--- src/rtl/midi_synth_pkg.sv ---
// Shared types and constants for the MIDI voice scheduling path.
package midi_synth_pkg;

   typedef enum logic {
      ST_IDLE   = 1'b0,
      ST_LOOKUP = 1'b1
   } state_t;

   localparam int         KEY_W        = 8;
   localparam int         VEL_W        = 8;
   localparam logic [7:0] MIDI_NOTE_ON = 8'h90;
   localparam logic [7:0] VEL_RELEASE  = 8'd0;

endpackage

--- src/rtl/voice_pick.sv ---
// Find-first-set: reports whether any bit of vec is set and the lowest such index.
module voice_pick #(
   parameter int NUM_VOICES = 4,
   parameter int VW         = 2
) (
   input  logic [NUM_VOICES-1:0] vec,
   output logic                  found,
   output logic [VW-1:0]         idx
);

   // Scan from the top down so the lowest set index is the last one written.
   always_comb begin
      found = 1'b0;
      idx   = '0;
      for (int i = NUM_VOICES - 1; i >= 0; i--) begin
         if (vec[i]) begin
            found = 1'b1;
            idx   = VW'(i);
         end
      end
   end

endmodule

--- src/rtl/midi_voice_allocator.sv ---
// Pops note events from the MIDI FIFO and assigns them to synth voices:
// release, retrigger, allocate-free or round-robin steal.
module midi_voice_allocator
   import midi_synth_pkg::*;
#(
   parameter int NUM_VOICES = 4,
   parameter int VW         = 2
) (
   input  logic                    clk,
   input  logic                    rst_n,
   input  logic                    fifo_empty,
   output logic                    fifo_rd,
   input  logic [KEY_W-1:0]        key,
   input  logic [VEL_W-1:0]        velocity,
   input  logic                    panic,
   output logic [8*NUM_VOICES-1:0] voice_key,
   output logic [8*NUM_VOICES-1:0] voice_vel,
   output logic [NUM_VOICES-1:0]   voice_gate,
   output logic [NUM_VOICES-1:0]   voice_trig,
   output logic                    steal
);

   state_t                               state, state_nxt;
   logic [NUM_VOICES-1:0][KEY_W-1:0]     keys;
   logic [NUM_VOICES-1:0][VEL_W-1:0]     vels;
   logic [NUM_VOICES-1:0]                gate;
   logic [NUM_VOICES-1:0]                trig;
   logic                                 steal_q;
   logic [VW-1:0]                        steal_ptr;
   logic [NUM_VOICES-1:0]                match;
   logic                                 free_found, hit_found;
   logic [VW-1:0]                        free_idx, hit_idx;

   genvar g;
   generate
      for (g = 0; g < NUM_VOICES; g++) begin : g_match
         assign match[g] = (keys[g] == key);
      end
   endgenerate

   voice_pick #(.NUM_VOICES(NUM_VOICES), .VW(VW)) u_free (
      .vec   (~gate),
      .found (free_found),
      .idx   (free_idx)
   );

   voice_pick #(.NUM_VOICES(NUM_VOICES), .VW(VW)) u_hit (
      .vec   (match & gate),
      .found (hit_found),
      .idx   (hit_idx)
   );

   // State register.
   always_ff @(posedge clk or negedge rst_n) begin
      if (!rst_n) state <= ST_IDLE;
      else        state <= state_nxt;
   end

   // Pop decision; depends only on state, FIFO flag and panic (never on key/velocity).
   always_comb begin
      state_nxt = state;
      fifo_rd   = 1'b0;
      case (state)
         ST_IDLE: begin
            if (rst_n && !fifo_empty && !panic) begin
               fifo_rd   = 1'b1;
               state_nxt = ST_LOOKUP;
            end
         end
         ST_LOOKUP: state_nxt = ST_IDLE;
         default:   state_nxt = ST_IDLE;
      endcase
   end

   // Voice bank update on the LOOKUP cycle; panic overrides and drops the popped event.
   always_ff @(posedge clk or negedge rst_n) begin
      if (!rst_n) begin
         keys      <= '0;
         vels      <= '0;
         gate      <= '0;
         trig      <= '0;
         steal_q   <= 1'b0;
         steal_ptr <= '0;
      end else begin
         trig    <= '0;
         steal_q <= 1'b0;
         if (panic) begin
            gate <= '0;
         end else if (state == ST_LOOKUP) begin
            if (velocity == VEL_RELEASE) begin
               // Key/velocity stay put so the envelope release phase still sees them.
               gate <= gate & ~(match & gate);
            end else if (hit_found) begin
               vels[hit_idx] <= velocity;
               trig[hit_idx] <= 1'b1;
            end else if (free_found) begin
               keys[free_idx] <= key;
               vels[free_idx] <= velocity;
               gate[free_idx] <= 1'b1;
               trig[free_idx] <= 1'b1;
            end else begin
               keys[steal_ptr] <= key;
               vels[steal_ptr] <= velocity;
               trig[steal_ptr] <= 1'b1;
               steal_q         <= 1'b1;
               steal_ptr       <= (steal_ptr == VW'(NUM_VOICES - 1)) ? '0 : steal_ptr + 1'b1;
            end
         end
      end
   end

   assign voice_key  = keys;
   assign voice_vel  = vels;
   assign voice_gate = gate;
   assign voice_trig = trig;
   assign steal      = steal_q;

endmodule
--- config.mk ---
export PLATFORM = sky130hd
export DESIGN_NAME = midi_voice_allocator
export DESIGN_NICKNAME = d
export VERILOG_FILES = /design/src/rtl/midi_synth_pkg.sv /design/src/rtl/voice_pick.sv /design/src/rtl/midi_voice_allocator.sv
export SDC_FILE = /design/constraint.sdc
export NUM_CORES = 1
export LEC_CHECK = 0
export CORE_MARGIN = 3
export CORE_UTILIZATION = 30
export DETAILED_ROUTE_END_ITERATION = 12
export PLACE_DENSITY = 0.6
export REMOVE_ABC_BUFFERS = 1
export SLEW_MARGIN = 10
export SYNTH_ARGS = -nofsm -noshare
export SYNTH_HDL_FRONTEND = slang
export SYNTH_HIERARCHICAL = 1
export SYNTH_SLANG_ARGS = --single-unit
--- constraint.sdc ---
create_clock -name clk -period 5.4 [get_ports clk]
set_clock_uncertainty 0.1 [all_clocks]
set_input_delay 1.62 -clock clk [delete_from_list [all_inputs] [get_ports clk]]
set_output_delay 1.62 -clock clk [all_outputs]
set_load 0.02 [all_outputs]
==> results.sh <==
export IMPL_yosysWarnings=6
export IMPL_clockRootBuffer="clkbuf_16"
export IMPL_place_inst=506
export IMPL_grt_pass1_wl_mm=14.90
export IMPL_synth_top_cell_by_area="dfrtp_1"
export IMPL_place_hpwl_mm=6.663
export IMPL_grt_max_degree=77
export IMPL_dieArea_mm2=0.01325
export IMPL_ant_nets=0
export IMPL_grt_overflow=0
export IMPL_die_h_um=115.1
export IMPL_seq_area_frac_synth_pct=53.26
export IMPL_fin_crit_sh_pct=92.27
export IMPL_seqPwrFrac_pct=41.2
export IMPL_cp_max_fo=7
export IMPL_synth_async_reset_ratio_pct=100.0
export IMPL_cts_sinks=76
export IMPL_synthCells=284
export IMPL_setup_viol=0
export IMPL_cp_startpoint="panic"
export IMPL_rows=39
export IMPL_end_kind="output pin"
export IMPL_p_sw_mw=0.4988
export IMPL_ys_types=37
export IMPL_drive_gt1_share_pct=17.24
export IMPL_whs_ns=0.4054
export IMPL_setup_tns_ns=0
export IMPL_p_clk_share_pct=33.5
export IMPL_post_cts_setup_buffers=0
export IMPL_crit_type="primary input to output pin"
export IMPL_rr_worst_depth=8
export IMPL_r2r_slack_ns=2.61
export IMPL_min_from="voice_vel[24]"
export IMPL_fin_area_mm2=0.004897
export IMPL_worstPathArrival_ns=3.26
export IMPL_layout_setup_ws_ns=0.4176
export IMPL_drv_cap=0
export IMPL_outcome="complete, no violations"
export IMPL_initial_core_util_pct=31.01
export IMPL_grt_pass1_vias=2653
export IMPL_period_needed_ns=4.982
export IMPL_ys_ff_latch=76
export IMPL_drc=0
export IMPL_layout_cells_non_filler=520
export IMPL_track_usage_pct=14.52
export IMPL_core_area_mm2=0.01152
export IMPL_fillers=1103
export IMPL_endpoint="fifo_rd"
export IMPL_insertion_delay_ns=0.33
export IMPL_most_common_layout_cells="92 x clkdlybuf4s50_1, 76 x dfrtp_1, 32 x xnor2_1, 32 x mux2_2, 32 x a22o_1"
export IMPL_leakage_nw=2.030
export IMPL_r2r_end="voice_vel[7]"
export IMPL_r2r_start="voice_key[5]"
export IMPL_ctsHoldBuffers=0
export IMPL_dp_worst_setup_slack_ns=0.4087
export IMPL_syn_area_per_cell_um2=12.57
export IMPL_clkTransAtPathRegs_ns=0.06
export IMPL_p_per_area_mw_per_mm2=352.4
export IMPL_finalWirelength_mm=9.230
export IMPL_hold_viol=0
export IMPL_clockBufferDepth=2
export IMPL_synthTopCellsByArea="dfrtp_1 53%, mux2_2 10%, a22o_1 7.8%"
export IMPL_drtIter0Drc=130
export IMPL_rsz0062_at_grt="false"
export IMPL_hold_class="flip-flop to flip-flop"
export IMPL_vias=2550
export IMPL_post_drt_wl_per_cell_um=17.75
export IMPL_nets=398
export IMPL_synth_top_area_share_pct=53.26
export IMPL_boundaryPins=94
export IMPL_cts_resized=0
export IMPL_peakVddDrop_v=0.0001683
export IMPL_max_clock_freq_mhz=200.7
export IMPL_area_growth_pct=37.14
export IMPL_internal_power_mw=1.227
export IMPL_worstPathRequired_ns=3.68
export IMPL_antenna_found_initial=1
export IMPL_cts_tree="done"
export IMPL_viasPerCell=4.904
export IMPL_fp_dieW_um=115.1
export IMPL_swShare_pct=28.90
export IMPL_multi_input_area_mm2=0.001548
export IMPL_synthesis_area_mm2=0.003571
export IMPL_dpl_instance_area_mm2=0.004617
export IMPL_slew_viol_final=0
export IMPL_cts_buffers=9
export IMPL_slew_headroom_pct=35.85
export IMPL_io_buffers=93
export IMPL_layout_commonest_cell="clkdlybuf4s50_1"
export IMPL_start_kind="primary input"
export IMPL_drt_pass1_iterations=4
export IMPL_gp_congestion=0.8084
export IMPL_pwr_share_comb_pct=25.4
export IMPL_synth_edff_count=0
export IMPL_synthFlopType="dfrtp_1"
export IMPL_worstMarginPinSlew_ns=0.9622
export IMPL_htreeDepth=3
export IMPL_register_area_mm2=0.001902
export IMPL_antenna_cells=0
## per-layer routing
metal | GRT usage [%] | part of all wire [%] | wire length, µm | up-vias
li1 | - | - | - | 1199
met1 | 20.36 | 48 | 4403 | 1245
met2 | 22.11 | 45 | 4135 | 93
met3 | 4.421 | 6.4 | 589 | 11
met4 | 3.521 | 0.94 | 87 | 2
met5 | 0 | 0.14 | 13 | -
## cell usage after synthesis (all sizes together), types with 2 or more instances
cell	instances
o21ba	4
o21ai	4
a31oi	2
nand2b	7
nand2	3
inv	14
dfrtp	76
nand3b	3
nor3	7
nor4	2
a22o	32
a311oi	4
a211oi	3
clkbuf	10
buf	5
xnor2	32
nor2	10
a21oi	9
mux2	34
ha	4
nand4	8
## state kept, by name, summed over array words and instances, names as in the netlist
| name | count |
|---|---|
| voice_key | 32 |
| voice_vel | 32 |
| steal_ptr | 2 |
| voice_trig | 4 |
| steal | 1 |
| voice_gate | 4 |
| state | 1 |
## worst min path at each step
stage / depth (start not counted) / slack [ns] / end
floorplan: 1 / 0.43 / steal_ptr[1]
global placement: 1 / 0.39 / voice_vel[10]
detailed placement: 1 / 0.39 / voice_vel[12]
CTS: 1 / 0.41 / voice_vel[14]
global route: 1 / 0.43 / voice_vel[14]
finish: 1 / 0.41 / voice_vel[24]
## logic make-up after synthesis
family | after synthesis | share of synthesized area (%)
flip-flops | 76 | 53.26
XOR/XNOR | 32 | 7.849
AO/OA/AOI/OAI | 62 | 15.56
multiplexers | 34 | 10.72
AND/OR/NAND/NOR | 47 | 7.814
buffers and inverters | 29 | 3.399
adder cells (fa/ha/maj) | 4 | 1.402
## worst max-delay path, cell delays in order
cell	delay, ns
clkdlybuf4s50_1	0.53
nor4b_1	0.43
clkdlybuf4s50_1	0.68
## power groups by stage
stage | clock [mW] | sequential [mW] | combinational (mW)
floorplan | 0 | 0.800 | 0.130
global placement | 0 | 0.719 | 0.435
detailed placement | 0 | 0.720 | 0.441
CTS | 0.597 | 0.711 | 0.444
global route | 0.618 | 0.724 | 0.468
finish | 0.578 | 0.710 | 0.438
## final cells by class
class                           count  area share (%)
Tap cell                          143           3.654
Inverter                           14           1.073
Timing Repair Buffer               94           19.11
Multi-Input combinational cell    179           31.60
Clock inverter                      5           1.124
Sequential cell                    76           38.83
Clock buffer                        9           4.599
## stage by stage
stage	total power, mW	utilization, %
after floorplan	0.9300	-
after CTS	1.752	42.53
final	1.726	42.53
after detailed placement	1.161	40.09
after global placement	1.154	40.09
after global routing	1.810	42.53
(Power assumes the default switching activity.)
